`src/rtl/dpll_loop_ctrl_pkg.sv`:
```
// Shared types and arithmetic helpers for the DPLL loop core.
package dpll_loop_ctrl_pkg;

   typedef enum logic [1:0] {
      IDLE     = 2'd0,
      LEAD_REF = 2'd1,
      LEAD_FB  = 2'd2
   } pfd_state_t;

   function automatic int calc_err_max(input int err_w);
      calc_err_max = (2 ** (err_w - 1)) - 1;
   endfunction

   function automatic int calc_acc_w(input int ctrl_w, input int ki_shift);
      calc_acc_w = ctrl_w + ki_shift;
   endfunction

   // Clamp a wide signed value into the range of a w-bit signed word.
   function automatic logic signed [63:0] sat_signed(input logic signed [63:0] v, input int w);
      logic signed [63:0] hi;
      logic signed [63:0] lo;
      hi = (64'sd1 <<< (w - 1)) - 64'sd1;
      lo = -(64'sd1 <<< (w - 1));
      if (v > hi) begin
         sat_signed = hi;
      end else if (v < lo) begin
         sat_signed = lo;
      end else begin
         sat_signed = v;
      end
   endfunction

endpackage

```
`src/rtl/dpll_loop_ctrl_if.sv`:
```
// Strobe inputs and DCO/status outputs of the DPLL loop core.
interface dpll_loop_ctrl_if #(parameter int CTRL_W = 16);
   logic                     ref_pulse;
   logic                     fb_pulse;
   logic                     freeze;
   logic signed [CTRL_W-1:0] ctrl;
   logic                     ctrl_valid;
   logic                     up;
   logic                     down;
   logic                     locked;
   logic                     holdover;

   modport master (
      output ref_pulse, fb_pulse, freeze,
      input  ctrl, ctrl_valid, up, down, locked, holdover
   );

   modport slave (
      input  ref_pulse, fb_pulse, freeze,
      output ctrl, ctrl_valid, up, down, locked, holdover
   );
endinterface

```
`src/rtl/dpll_loop_ctrl_phase_det.sv`:
```
// Counting phase detector: measures ref/fb edge separation in clock cycles.
module dpll_phase_det
   import dpll_loop_ctrl_pkg::*;
#(
   parameter int ERR_W = 8
) (
   input  logic                    clk,
   input  logic                    rst,
   input  logic                    ref_pulse,
   input  logic                    fb_pulse,
   input  logic                    force_idle,
   output logic signed [ERR_W-1:0] err,
   output logic                    err_valid,
   output logic                    slip,
   output logic                    up,
   output logic                    down
);

   localparam logic [ERR_W-2:0] CNT_MAX = (ERR_W-1)'(calc_err_max(ERR_W));
   localparam logic [ERR_W-2:0] CNT_ONE = {{(ERR_W-2){1'b0}}, 1'b1};
   localparam logic [ERR_W-2:0] CNT_ZERO = {(ERR_W-1){1'b0}};
   localparam logic signed [ERR_W-1:0] ERR_MAX_S = $signed({1'b0, CNT_MAX});
   localparam logic signed [ERR_W-1:0] ERR_ZERO = {ERR_W{1'b0}};

   pfd_state_t              state, state_n;
   logic [ERR_W-2:0]        cnt, cnt_n, cnt_inc;
   logic signed [ERR_W-1:0] err_n, err_pos;
   logic                    err_valid_n, slip_n;

   always_comb begin
      state_n     = state;
      cnt_n       = cnt;
      err_n       = ERR_ZERO;
      err_valid_n = 1'b0;
      slip_n      = 1'b0;
      err_pos     = $signed({1'b0, cnt});
      cnt_inc     = (cnt == CNT_MAX) ? cnt : cnt + 1'b1;
      if (force_idle) begin
         state_n = IDLE;
         cnt_n   = CNT_ZERO;
      end else begin
         case (state)
            IDLE: begin
               if (ref_pulse && fb_pulse) begin
                  err_valid_n = 1'b1;
               end else if (ref_pulse) begin
                  state_n = LEAD_REF;
                  cnt_n   = CNT_ONE;
               end else if (fb_pulse) begin
                  state_n = LEAD_FB;
                  cnt_n   = CNT_ONE;
               end else begin
                  cnt_n = CNT_ZERO;
               end
            end
            LEAD_REF: begin
               if (ref_pulse && fb_pulse) begin
                  err_n = err_pos; err_valid_n = 1'b1; cnt_n = CNT_ONE;
               end else if (fb_pulse) begin
                  err_n = err_pos; err_valid_n = 1'b1; state_n = IDLE; cnt_n = CNT_ZERO;
               end else if (ref_pulse) begin
                  // A second ref before any fb means a whole cycle was lost.
                  err_n = ERR_MAX_S; err_valid_n = 1'b1; slip_n = 1'b1; cnt_n = CNT_ONE;
               end else begin
                  cnt_n = cnt_inc;
               end
            end
            LEAD_FB: begin
               if (ref_pulse && fb_pulse) begin
                  err_n = -err_pos; err_valid_n = 1'b1; cnt_n = CNT_ONE;
               end else if (ref_pulse) begin
                  err_n = -err_pos; err_valid_n = 1'b1; state_n = IDLE; cnt_n = CNT_ZERO;
               end else if (fb_pulse) begin
                  err_n = -ERR_MAX_S; err_valid_n = 1'b1; slip_n = 1'b1; cnt_n = CNT_ONE;
               end else begin
                  cnt_n = cnt_inc;
               end
            end
            default: begin
               state_n = IDLE;
               cnt_n   = CNT_ZERO;
            end
         endcase
      end
   end

   always_ff @(posedge clk) begin
      if (rst) begin
         state     <= IDLE;
         cnt       <= CNT_ZERO;
         err       <= ERR_ZERO;
         err_valid <= 1'b0;
         slip      <= 1'b0;
         up        <= 1'b0;
         down      <= 1'b0;
      end else begin
         state     <= state_n;
         cnt       <= cnt_n;
         err       <= err_n;
         err_valid <= err_valid_n;
         slip      <= slip_n;
         up        <= (state_n == LEAD_REF);
         down      <= (state_n == LEAD_FB);
      end
   end

endmodule

```
`src/rtl/dpll_loop_ctrl.sv`:
```
// DPLL loop core: phase detector, PI loop filter and hysteretic lock detector.
// Optional reference-loss watchdog enabled by defining DPLL_HOLDOVER_EN.
module dpll_loop_ctrl
   import dpll_loop_ctrl_pkg::*;
#(
   parameter int CTRL_W       = 16,
   parameter int ERR_W        = 8,
   parameter int KP_SHIFT     = 2,
   parameter int KI_SHIFT     = 6,
   parameter int CTRL_INIT    = 0,
   parameter int LOCK_TOL     = 1,
   parameter int UNLOCK_TOL   = 4,
   parameter int LOCK_CNT     = 16,
   parameter int HOLD_TIMEOUT = 1024
) (
   input logic            clk,
   input logic            rst,
   dpll_loop_ctrl_if.slave bus
);

   localparam int ACC_W  = calc_acc_w(CTRL_W, KI_SHIFT);
   localparam int GOOD_W = $clog2(LOCK_CNT + 1);
   localparam logic signed [ACC_W-1:0]  INTEG_INIT = ACC_W'(CTRL_INIT) <<< KI_SHIFT;
   localparam logic signed [CTRL_W-1:0] CTRL_RST   = CTRL_W'(CTRL_INIT);
   localparam logic [ERR_W-1:0]  LOCK_TOL_V   = ERR_W'(LOCK_TOL);
   localparam logic [ERR_W-1:0]  UNLOCK_TOL_V = ERR_W'(UNLOCK_TOL);
   localparam logic [GOOD_W-1:0] LOCK_CNT_V   = GOOD_W'(LOCK_CNT);

   logic signed [ERR_W-1:0]  err;
   logic                     err_valid, slip, pd_up, pd_down;
   logic                     hold_set, holdover_q, force_idle, frozen;
   logic signed [ACC_W-1:0]  integ, integ_new;
   logic signed [CTRL_W-1:0] ctrl_q, ctrl_new;
   logic signed [63:0]       acc_sum, ctrl_sum;
   logic                     ctrl_valid_q, locked_q;
   logic [ERR_W-1:0]         err_mag;
   logic [GOOD_W-1:0]        good_cnt, good_inc;

   dpll_phase_det #(.ERR_W(ERR_W)) u_pd (
      .clk        (clk),
      .rst        (rst),
      .ref_pulse  (bus.ref_pulse),
      .fb_pulse   (bus.fb_pulse),
      .force_idle (force_idle),
      .err        (err),
      .err_valid  (err_valid),
      .slip       (slip),
      .up         (pd_up),
      .down       (pd_down)
   );

`ifdef DPLL_HOLDOVER_EN
   localparam int WD_W = $clog2(HOLD_TIMEOUT + 1);
   localparam logic [WD_W-1:0] WD_LAST = WD_W'(HOLD_TIMEOUT - 1);
   localparam logic [WD_W-1:0] WD_TOP  = WD_W'(HOLD_TIMEOUT);
   logic [WD_W-1:0] wd_cnt;

   // A ref arriving during holdover clears it and is taken by the PD as an IDLE arrival.
   always_comb begin
      hold_set   = !bus.ref_pulse && (wd_cnt == WD_LAST);
      force_idle = hold_set || (holdover_q && !bus.ref_pulse);
   end

   always_ff @(posedge clk) begin
      if (rst) begin
         wd_cnt     <= {WD_W{1'b0}};
         holdover_q <= 1'b0;
      end else if (bus.ref_pulse) begin
         wd_cnt     <= {WD_W{1'b0}};
         holdover_q <= 1'b0;
      end else begin
         if (wd_cnt != WD_TOP) begin
            wd_cnt <= wd_cnt + 1'b1;
         end
         if (hold_set) begin
            holdover_q <= 1'b1;
         end
      end
   end
`else
   always_comb begin
      hold_set   = 1'b0;
      force_idle = 1'b0;
      holdover_q = 1'b0;
   end
`endif

   always_comb begin
      frozen    = bus.freeze || holdover_q || hold_set;
      acc_sum   = 64'(integ) + 64'(err);
      integ_new = ACC_W'(sat_signed(acc_sum, ACC_W));
      ctrl_sum  = 64'(integ_new >>> KI_SHIFT) + (64'(err) <<< KP_SHIFT);
      ctrl_new  = CTRL_W'(sat_signed(ctrl_sum, CTRL_W));
      err_mag   = err[ERR_W-1] ? ERR_W'(-err) : ERR_W'(err);
      good_inc  = (good_cnt == LOCK_CNT_V) ? good_cnt : good_cnt + 1'b1;
   end

   always_ff @(posedge clk) begin
      if (rst) begin
         integ        <= INTEG_INIT;
         ctrl_q       <= CTRL_RST;
         ctrl_valid_q <= 1'b0;
      end else if (err_valid && !frozen) begin
         integ        <= integ_new;
         ctrl_q       <= ctrl_new;
         ctrl_valid_q <= 1'b1;
      end else begin
         ctrl_valid_q <= 1'b0;
      end
   end

   // Hysteresis: moderate error only restarts the count, large error or slip drops lock.
   always_ff @(posedge clk) begin
      if (rst || hold_set) begin
         good_cnt <= {GOOD_W{1'b0}};
         locked_q <= 1'b0;
      end else if (err_valid) begin
         if (slip || (err_mag > UNLOCK_TOL_V)) begin
            good_cnt <= {GOOD_W{1'b0}};
            locked_q <= 1'b0;
         end else if (err_mag > LOCK_TOL_V) begin
            good_cnt <= {GOOD_W{1'b0}};
         end else begin
            good_cnt <= good_inc;
            if (good_inc == LOCK_CNT_V) begin
               locked_q <= 1'b1;
            end
         end
      end
   end

   assign bus.ctrl       = ctrl_q;
   assign bus.ctrl_valid = ctrl_valid_q;
   assign bus.up         = pd_up;
   assign bus.down       = pd_down;
   assign bus.locked     = locked_q;
   assign bus.holdover   = holdover_q;

endmodule
```
`src/flat_wrapper.sv`:
```
// flat-port wrapper written by rule: the top's interface ports become plain ports
module dpll_loop_ctrl_flat import dpll_loop_ctrl_pkg::*;
#(
   parameter int CTRL_W       = 16,
   parameter int ERR_W        = 8,
   parameter int KP_SHIFT     = 2,
   parameter int KI_SHIFT     = 6,
   parameter int CTRL_INIT    = 0,
   parameter int LOCK_TOL     = 1,
   parameter int UNLOCK_TOL   = 4,
   parameter int LOCK_CNT     = 16,
   parameter int HOLD_TIMEOUT = 1024
)
  (clk, rst, bus_ref_pulse, bus_fb_pulse, bus_freeze, bus_ctrl, bus_ctrl_valid, bus_up, bus_down, bus_locked, bus_holdover);
  dpll_loop_ctrl_if #(.CTRL_W(CTRL_W)) bus_i ();
  input logic clk;
  input logic rst;
  input wire logic [$bits(bus_i.ref_pulse)-1:0] bus_ref_pulse;
  input wire logic [$bits(bus_i.fb_pulse)-1:0] bus_fb_pulse;
  input wire logic [$bits(bus_i.freeze)-1:0] bus_freeze;
  output wire logic [$bits(bus_i.ctrl)-1:0] bus_ctrl;
  output wire logic [$bits(bus_i.ctrl_valid)-1:0] bus_ctrl_valid;
  output wire logic [$bits(bus_i.up)-1:0] bus_up;
  output wire logic [$bits(bus_i.down)-1:0] bus_down;
  output wire logic [$bits(bus_i.locked)-1:0] bus_locked;
  output wire logic [$bits(bus_i.holdover)-1:0] bus_holdover;
  assign bus_i.ref_pulse = bus_ref_pulse;
  assign bus_i.fb_pulse = bus_fb_pulse;
  assign bus_i.freeze = bus_freeze;
  assign bus_ctrl = bus_i.ctrl;
  assign bus_ctrl_valid = bus_i.ctrl_valid;
  assign bus_up = bus_i.up;
  assign bus_down = bus_i.down;
  assign bus_locked = bus_i.locked;
  assign bus_holdover = bus_i.holdover;
  dpll_loop_ctrl #(.CTRL_W(CTRL_W), .ERR_W(ERR_W), .KP_SHIFT(KP_SHIFT), .KI_SHIFT(KI_SHIFT), .CTRL_INIT(CTRL_INIT), .LOCK_TOL(LOCK_TOL), .UNLOCK_TOL(UNLOCK_TOL), .LOCK_CNT(LOCK_CNT), .HOLD_TIMEOUT(HOLD_TIMEOUT)) u_core (.clk(clk), .rst(rst), .bus(bus_i));
endmodule
```
`config.mk`:
```
export PLATFORM = sky130hd
export DESIGN_NAME = dpll_loop_ctrl_flat
export DESIGN_NICKNAME = d
export VERILOG_FILES = /design/src/rtl/dpll_loop_ctrl_pkg.sv /design/src/rtl/dpll_loop_ctrl_if.sv /design/src/rtl/dpll_loop_ctrl_phase_det.sv /design/src/rtl/dpll_loop_ctrl.sv /design/src/flat_wrapper.sv
export SDC_FILE = /design/constraint.sdc
export NUM_CORES = 1
export LEC_CHECK = 0
export CAP_MARGIN = 20
export CORE_AREA = 3 3 136 138
export DETAILED_ROUTE_END_ITERATION = 8
export DIE_AREA = 0 0 139 141
export GPL_ROUTABILITY_DRIVEN = 0
export HOLD_SLACK_MARGIN = 0.15
export PLACE_DENSITY_LB_ADDON = 0.1
export SKIP_CTS_REPAIR_TIMING = 1
export SYNTH_ARGS = -nofsm -noshare
export SYNTH_HDL_FRONTEND = slang
export SYNTH_HIERARCHICAL = 1
export SYNTH_SLANG_ARGS = --single-unit
```
`constraint.sdc`:
```
create_clock -name clk -period 11.9 [get_ports clk]
set_input_delay 1.19 -clock clk [delete_from_list [all_inputs] [get_ports clk]]
set_output_delay 1.19 -clock clk [all_outputs]
set_load 0.05 [all_outputs]
```
Word-level counts from Yosys, hierarchy flattened
Index checks and enable logic that the tools add are counted.
Widths: inputs -> output; s select.
- bits in registers: 66
- output and inout bits: 21
- word-level logic and storage cells: 91
- add/subtract/negate cells: 6
- magnitude comparators: 6
- equality and inequality tests: 9
- multiplexer cells: 51
- reductions and logical operators: 7
- operator list (cell ; count):
    $mux 7 ; 11
    $mux 22 ; 2
    $mux 16 ; 2
    $mux 8 ; 4
    $add 22x8->23 ; 1
    $gt 23x22->1 const B ; 1
    $lt 23x22->1 const B ; 1
    $pmux 7 s3 ; 1
    $add 16x10->17 ; 1
    $gt 17x16->1 const B ; 1
    $lt 17x16->1 const B ; 1
    $mux 1 ; 17
    $pmux 8 s2 ; 1
    $mux 5 ; 3
    $mux 2 ; 7
    $eq 5x5->1 const B ; 2
    $gt 8x1->1 const B ; 1
    $gt 8x3->1 const B ; 1
    $neg 7->8 ; 1
    $neg 8->8 ; 1
    $add 7x1->7 const B ; 1
    $eq 7x7->1 const B ; 1
    $pmux 2 s3 ; 1
    $add 5x1->5 const B ; 1
    other kinds (12) ; 15

Logic depth before layout (Yosys ltp)
Gate-level depths: netlist of the first run.
- word-level depth: 8
- depth in mapped cells: 24

Modules after synthesis
Netlist of the first run, hierarchy kept.
- modules (own cells, without submodules) (module ; instances ; cells an instance ; area an instance (um^2) ; sequential area each (um^2)):
    dpll_loop_ctrl ; 1 ; 508 ; 3967.6 ; 900.9
    dpll_phase_det ; 1 ; 152 ; 1189.9 ; 420.4

Worst setup path after synthesis of the first run
OpenSTA, ideal clock, no wires.
- path kind: flip-flop to flip-flop
- from: register u_core.u_pd.err[7]
- to: register u_core.ctrl_q[13], in the netlist u_core/bus.ctrl[13]
- setup time: 0.140 ns
- arrival time: 4.904 ns
- data required time: 11.760 ns
- path slack: 6.856 ns
- cell stages (with the launch flop): 22
- buffers on the path: 3
- clock period less this slack: 5.044 ns
- cell sequence: dfxtp_1 ha_1 buf_2 a21oi_1 o21ai_1 nor2b_1 a2111oi_0 o21a_1 a31oi_1 buf_4 buf_2 nand2_1 nand2_1 ha_1 fa_1 a211oi_1 o21ai_0 a21bo_2 a31o_2 a311o_1 nor2_2 a211oi_1
- word-level cells in the longest chain between the ends: 8
- RTL lines (element ; RTL line ; source):
    start: declaration ; dpll_loop_ctrl_phase_det.sv:12 ; output logic signed [ERR_W-1:0] err,
    start signal: assignment ; dpll_loop_ctrl_phase_det.sv:99 ; err <= err_n;
    $add 22x8->23 (*) ; dpll_loop_ctrl.sv:90 ; acc_sum = 64'(integ) + 64'(err);
    $lt 23x22->1 ; dpll_loop_ctrl_pkg.sv:26 ; end else if (v < lo) begin
    $mux 22 ; dpll_loop_ctrl_pkg.sv:26 ;
    $mux 22 (*) ; dpll_loop_ctrl_pkg.sv:24 ; if (v > hi) begin
    via u_core.integ_new[8] ; dpll_loop_ctrl.sv:32 ; logic signed [ACC_W-1:0] integ, integ_new;
    $add 16x10->17 (*) ; dpll_loop_ctrl.sv:92 ; ctrl_sum = 64'(integ_new >>> KI_SHIFT) + (64'(err) <<< KP_SHIFT);
    $lt 17x16->1 ; dpll_loop_ctrl_pkg.sv:26 ;
    $mux 16 ; dpll_loop_ctrl_pkg.sv:26 ;
    $mux 16 (*) ; dpll_loop_ctrl_pkg.sv:24 ;
    end signal: assignment ; dpll_loop_ctrl.sv:105 ; ctrl_q <= ctrl_new;
    end: declaration ; dpll_loop_ctrl.sv:33 ; logic signed [CTRL_W-1:0] ctrl_q, ctrl_new;
Mark *: on every way through the listed nets, which the timed path passes. The rest lies on a longest branch.
A chain may end at the register's enable or synchronous reset.

Worst setup path in the final report of the first run
- from: register u_core.u_pd.err[7]
- to: register u_core.ctrl_q[6], in the netlist u_core/bus.ctrl[6]
The elaborated chain is that of the path after synthesis.

==> flow_summary_export.csv, run 1 <==
group,metric,value,unit
synth,ys_ff_latch,66,
die,fp.dieH,141,um
global_route,grt_max_degree,48,
global_route,grt_pass1_wl,23.6,mm
global_route,overflow,0,
clock_network,clockBufferDepth,2,
setup_path,r2r_setup_slack,6.09,ns
synth,synth_edf_count,0,
timing,hold_viol,0,
clock_network,clock_latency,0.33,ns
synth,synth_cells,660,
placed_design,dp.final_hpwl,10.4,mm
global_route,grt_antenna_before_repair,0,
die,coreArea,17300,um2
timing,setup_violations,0,
setup_path,critPathRequiredTime,12.14,ns
setup_path,path_class,"register to register",
power,powerDensity,99.0,nW/um2
synth,syn-cell-area,5160,um2
synth,synth_area_leaders,"dfxtp_1 26%, ha_1 11%, nand2_1 6.1%",
setup_path,worstPathArrival,6.05,ns
timing,finClkSkew,0.00563,ns
synth,yosysTopAreaCell,"dfxtp_1",
setup_path,worstSetupEndpointType,"register",
finish,multi_input_area,3600,um2
synth,synth_seq_area_share,0.256,
die,ios,26,
finish,area_growth,14.2,%
setup_path,path_cells,"buf_4 -> ha_1 -> a21oi_1 -> o21ai_1 -> nor2b_1 -> a2111oi_0 -> o21a_1 -> a31oi_1 -> buf_4 -> nand2_1 -> nand2_1 -> ha_1 -> a21oi_1 -> o22ai_1 -> o21ai_0 -> a211oi_1 -> o21ai_0 -> a21oi_1 -> o211ai_1 -> a211oi_1",
synth,ys_types,86,
die,die_w,139,um
finish,diodes,0,
finish,layout-drive-gt1-share,0.0785,
drt,drc_errors,0,
drt,via_count,4810,
drt,ant_nets,0,
setup_path,cp-start-kind,"register",
timing,finalMaxSlewViolations,0,
clock_network,h-tree-depth,3,
drt,dr.pass1.iters,5,
placed_design,place_area,5550,um2
worst_hold_path,hold_class,"register to register",
timing,tightestPinTransition,0.930,ns
die,rows,48,
timing,period_minus_slack,5.81,ns
synth,syn_area_per_cell,7.81,um2
clock_network,clock-sinks,66,
setup_path,cp_max_fo,29,
timing,timing.final.crit_share,0.488,
synth,synthArstFlopShare,0,
timing,rsz0062_at_grt,"no",
setup_path,reg2reg_depth,20,
setup_path,cpMostUsedCell,"a21oi_1",
finish,fin_nets,722,
drt,vias_per_cell,5.34,
timing,finalSetupTns,0,ns
status,status,"finished clean",
power,p_leak,2.38,nW
synth,synth_top_area_share,0.256,
drt,wl,14.3,mm
finish,final_cell_area,5890,um2
synth,ys.flop_type,"dfxtp_1",
timing,fmax,172,MHz
clock_network,cts_tree,"built",
global_route,grt.total_usage,0.145,
finish,nFillCells,1849,
clock_network,clkSlewWorstSetupHoldPaths,0.05,ns
placed_design,port_buffers,24,
die,fp.dieArea,19600,um2
global_route,grt_pass1_vias,4508,
clock_network,cts_root_buf,"clkbuf_16",
finish,final_cell_mix,"84 x nand2_1, 72 x nor2_1, 66 x dfxtp_1, 54 x a21oi_1, 45 x ha_1",
finish,final-seq-area,1320,um2
setup_path,crit_slowest_cell,"a21oi_1",
timing,slew_headroom,0.380,
clock_network,cts_made_buffers,9,
drt,first_iter_violations,285,
worst_hold_path,whs_path_depth,2,
synth,yosysWarnings,6,
power,irDropWorstVdd,0.0000570,V
setup_path,cp_slowest_stage_delay,0.74,ns
die,initial_core_util,0.298,
drt,routedWlPerCell,15.9,um
run,maxCapViolations,0,
finish,final_common_cell,"nand2_1",
[kinds of logic (layout without fill, tap and decap cells)]
| logic type | after synthesis | count (layout) | share of synthesized area |
|---|---|---|---|
| buffers and inverters | 53 | 65 | 0.0478 |
| other | 1 | 4 | 0.000727 |
| muxes | 5 | 5 | 0.00970 |
| adders and majority gates | 47 | 47 | 0.117 |
| AOI/OAI and AO/OA | 198 | 198 | 0.274 |
| DFF | 66 | 66 | 0.256 |
| xor gates and xnor gates | 29 | 29 | 0.0492 |
| and+or+nand+nor | 261 | 261 | 0.246 |
[Yosys cell counts, types with 5 or more instances]
| master | n |
|---|---|
| and3_1 | 5 |
| xnor2_1 | 20 |
| o21ai_0 | 27 |
| a211oi_1 | 27 |
| nand3_1 | 16 |
| ha_1 | 45 |
| buf_2 | 8 |
| a21oi_1 | 54 |
| o211ai_1 | 9 |
| xor2_1 | 9 |
| nand2b_1 | 9 |
| dfxtp_1 | 66 |
| mux2i_1 | 5 |
| clkbuf_1 | 15 |
| a21boi_0 | 6 |
| nor3_1 | 18 |
| a31oi_1 | 7 |
| a211oi_2 | 10 |
| nor2b_1 | 6 |
| a21o_1 | 8 |
| nand4_1 | 8 |
| nand2_1 | 84 |
| inv_1 | 21 |
| or3_1 | 6 |
| nor2_1 | 73 |
[worst max-delay path, delay by kind of cell (launching register included)]
kind            cells  cell delay [ns]
simple gates        3             0.34
buf+inv             2             0.59
flops               1             0.30
fa+ha+maj           2             0.76
compound gates     13             3.69
[power breakdown]
| group | switching [mW] | leakage [nW] | internal, mW |
|---|---|---|---|
| Sequential | 0.00351 | 0.534 | 0.226 |
| Combinational | 0.0368 | 1.68 | 0.0197 |
| Clock | 0.0976 | 0.165 | 0.200 |
[through the flow]
step	hold WS (ns)	utilization	power, mW	setup slack (ns)	cells
2_1_floorplan	0.440	-	0.276	6.86	663
3_3_place_gp	0.450	0.321	0.290	6.19	884
3_5_place_dp	0.454	0.321	0.290	6.26	884
4_1_cts	0.461	0.340	0.593	6.15	900
5_1_grt	0.478	0.340	0.607	5.60	900
6_report	0.460	0.340	0.583	6.09	900
[area by class of cell]
| class | count | share of cell area |
|---|---|---|
| repair buffers | 28 | 0.0450 |
| clock buffers | 12 | 0.0453 |
| multi-input cells | 544 | 0.612 |
| inverters | 21 | 0.0134 |
| well taps | 225 | 0.0478 |
| clock inverters | 4 | 0.0123 |
| flip-flops and latches | 66 | 0.224 |
[worst paths after layout]
kind | from | end
setup reg to reg | u_core/u_pd/err[7] | u_core/bus.ctrl[6]
setup / recovery | u_core/u_pd/err[7] | u_core/bus.ctrl[6]
hold / removal | u_core/integ[21] | u_core/integ[21]
hold reg to reg | u_core/integ[21] | u_core/integ[21]
[state kept, by name, indices dropped and copies added (netlist names)]
signal and count:
u_core/integ 22, u_core/u_pd/down 1, u_core/bus.ctrl_valid 1, u_core/u_pd/state 2
u_core/bus.ctrl 16, u_core/bus.locked 1, u_core/u_pd/err_valid 1, u_core/u_pd/cnt 7
u_core/u_pd/slip 1, u_core/u_pd/err 8, u_core/u_pd/up 1, u_core/good_cnt 5
[per-layer routing]
metal,part of all wire,track usage
met1,0.52,0.208
met2,0.44,0.227
met3,0.031,0.0231
met4,0.011,0.0371
met5,0,0
Power figures use the tool's default switching activity.
==> run 2, diff against run 1 <==
==> constraint.sdc (replaced) <==
create_clock -name clk -period 5.6 [get_ports clk]
set_input_delay 0.56 -clock clk [delete_from_list [all_inputs] [get_ports clk]]
set_output_delay 0.56 -clock clk [all_outputs]
set_load 0.05 [all_outputs]
==> run 2 against run 1 <==
Against the previous run: cell count grew 0.22%; clock-buffer cell count grew 1; setup slack lost 5.7 ns; register-to-register slack got worse by 5.7 ns; sequential share of layout area is 0.060 points lower; clock skew grew 0.00090 ns; total power is 110% higher; hold slack better by 0.0013 ns; sequential cell count is the same; die area unchanged; via count fell by 1.1%; global-route usage increased by 0.39 points; critical path type unchanged; largest cell class unchanged.
==> flow_summary_export.csv, run 2 (synthesized netlist as in run 1, its figures left out) <==
group,metric,value,unit
status,status,"finished clean",
global_route,grt_antenna_before_repair,0,
clock_network,h-tree-depth,3,
timing,setup_ws,0.358,ns
setup_path,cp_max_fo,10,
timing,hold_viol,0,
global_route,overflow,0,
setup_path,r2r_setup_slack,0.36,ns
power,p_int,0.933,mW
timing,setup_violations,0,
setup_path,worstPathArrival,5.43,ns
power,powerDensity,208,nW/um2
drt,vias_per_cell,5.27,
finish,largest_register_ffs,22,
worst_hold_path,whs_path_depth,2,
die,die_w,139,um
finish,layoutNonFillerInstCount,902,
placed_design,placed_cells_incl_taps,887,
finish,nFillCells,1819,
setup_path,critPathRequiredTime,5.79,ns
die,rows,48,
drt,wl,14.4,mm
finish,final_cell_area,5910,um2
power,irDropWorstVdd,0.000102,V
power,p_clk_frac,0.506,
setup_path,crit_slowest_cell,"dfxtp_1",
timing,timing.final.crit_share,0.936,
die,ios,26,
timing,rsz0062_at_grt,"no",
clock_network,clockBufferDepth,2,
drt,dr.pass1.iters,4,
worst_hold_path,holdPathEnd,"u_core/bus.ctrl[2]",
placed_design,place_area,5570,um2
drt,ant_nets,0,
setup_path,cp_slowest_stage_delay,0.52,ns
placed_design,post-place-ws,-0.0334,ns
power,power_frac_comb,0.098,
placed_design,port_buffers,24,
timing,slew_headroom,0.450,
setup_path,reg2reg_depth,19,
run,maxCapViolations,0,
power,seqPwrFrac,0.396,
timing,fmax,191,MHz
finish,fin_nets,725,
clock_network,clock-sinks,66,
setup_path,reg2reg_from,"u_core/u_pd/err[2]",
clock_network,cts_made_buffers,9,
power,p_leak,2.39,nW
finish,final_core_util,0.342,
timing,period_minus_slack,5.24,ns
finish,area_growth,14.6,%
clock_network,clkSlewWorstSetupHoldPaths,0.05,ns
drt,first_iter_violations,315,
setup_path,worstSetupEndpointType,"register",
die,initial_core_util,0.298,
die,fp.dieH,141,um
clock_network,cts_tree,"built",
setup_path,cp-start-kind,"register",
power,power.switching,0.295,mW
timing,tightestPinTransition,0.818,ns
finish,final_cell_mix,"84 x nand2_1, 72 x nor2_1, 65 x dfxtp_1, 53 x a21oi_1, 45 x ha_1",
finish,diodes,0,
worst_hold_path,hp-start,"u_core/bus.ctrl[2]",
timing,finClkSkew,0.00654,ns
drt,drc_errors,0,
clock_network,cts_root_buf,"clkbuf_16",
finish,final_common_cell,"nand2_1",
die,fp.dieArea,19600,um2
setup_path,r2r-end,"u_core/bus.ctrl[5]",
clock_network,clock_latency,0.34,ns
placed_design,dp.final_hpwl,10.6,mm
power,swShare,0.240,
setup_path,path_class,"register to register",
drt,via_count,4757,
worst_hold_path,hold_class,"register to register",
global_route,grt_pass1_vias,4562,
global_route,grt.total_usage,0.148,
setup_path,path_cells,"ha_1 -> nor2b_4 -> o2111a_1 -> or3_4 -> a21boi_1 -> o21a_1 -> a31oi_1 -> buf_4 -> nand2_1 -> nand2_1 -> ha_1 -> fa_1 -> a211oi_1 -> o21ai_0 -> a21bo_2 -> a31o_2 -> a311o_1 -> nor2_4 -> a211oi_1",
timing,finalMaxSlewViolations,0,
global_route,grt_pass1_wl,23.8,mm
finish,regMostFlops,"u_core/integ",
die,coreArea,17300,um2
finish,layout-drive-gt1-share,0.0812,
global_route,grt_max_degree,48,
drt,routedWlPerCell,15.9,um
## run 2: changes by cell type in the layout (fill, tap and decap cells not counted), sizes merged
cell      previous run  this run
buf                  5         8
clkbuf              12        13
clkinv               1         0
clkinvlp             1         0
## run 2: per-layer routing
metal	GRT usage	up-vias	routed length [um]
li1	-	2433	-
met1	0.211	2251	7430
met2	0.232	63	6380
met3	0.0282	10	390
met4	0.0391	0	153
met5	0	-	0
## run 2: power groups by stage
stage	clock [mW]	combinational [mW]	sequential (mW)
after floorplan	0	0.0805	0.505
after global placement	0	0.119	0.497
after detailed placement	0	0.120	0.497
after CTS	0.640	0.121	0.487
after global routing	0.665	0.132	0.488
final	0.621	0.120	0.487
## run 2: cell type report
type | instances | area, um2 | area share
clock buffers | 13 | 260 | 0.0440
inverters | 21 | 78.8 | 0.0133
multi-input cells | 544 | 3620 | 0.612
well taps | 225 | 282 | 0.0476
clock inverters | 2 | 60.1 | 0.0102
flip-flops and latches | 66 | 1320 | 0.224
repair buffers | 31 | 288 | 0.0487
## run 2: critical path: cells and delay by family, from the launching register on
kind                       cells  cell delay (ns)
and+or+nand+nor                5             1.00
adders and majority gates      3             1.02
DFF                            1             0.52
buffers and inverters          1             0.20
AOI/OAI and AO/OA             10             2.36
## run 2: how the worst max path moves through the flow
| stage | startpoint | depth (start not counted) | to |
|---|---|---|---|
| 6_report | u_core/u_pd/err[2] | 19 | u_core/bus.ctrl[5] |
| 5_1_grt | u_core/u_pd/err[0] | 21 | u_core/bus.ctrl[5] |
| 4_1_cts | u_core/u_pd/err[7] | 19 | u_core/bus.ctrl[6] |
| 3_5_place_dp | u_core/u_pd/err[7] | 19 | u_core/bus.ctrl[6] |
| 3_3_place_gp | u_core/u_pd/err[7] | 19 | u_core/bus.ctrl[13] |
| 2_1_floorplan | u_core/u_pd/err[7] | 21 | u_core/bus.ctrl[13] |
## run 2: stage by stage
stage | hold WS (ns) | TNS, ns | power [mW]
floorplan | 0.440 | 0 | 0.586
global placement | 0.450 | 0 | 0.617
detailed placement | 0.457 | -0.0334 | 0.617
CTS | 0.464 | -0.0498 | 1.25
global route | 0.493 | 0 | 1.29
finish | 0.461 | 0 | 1.23
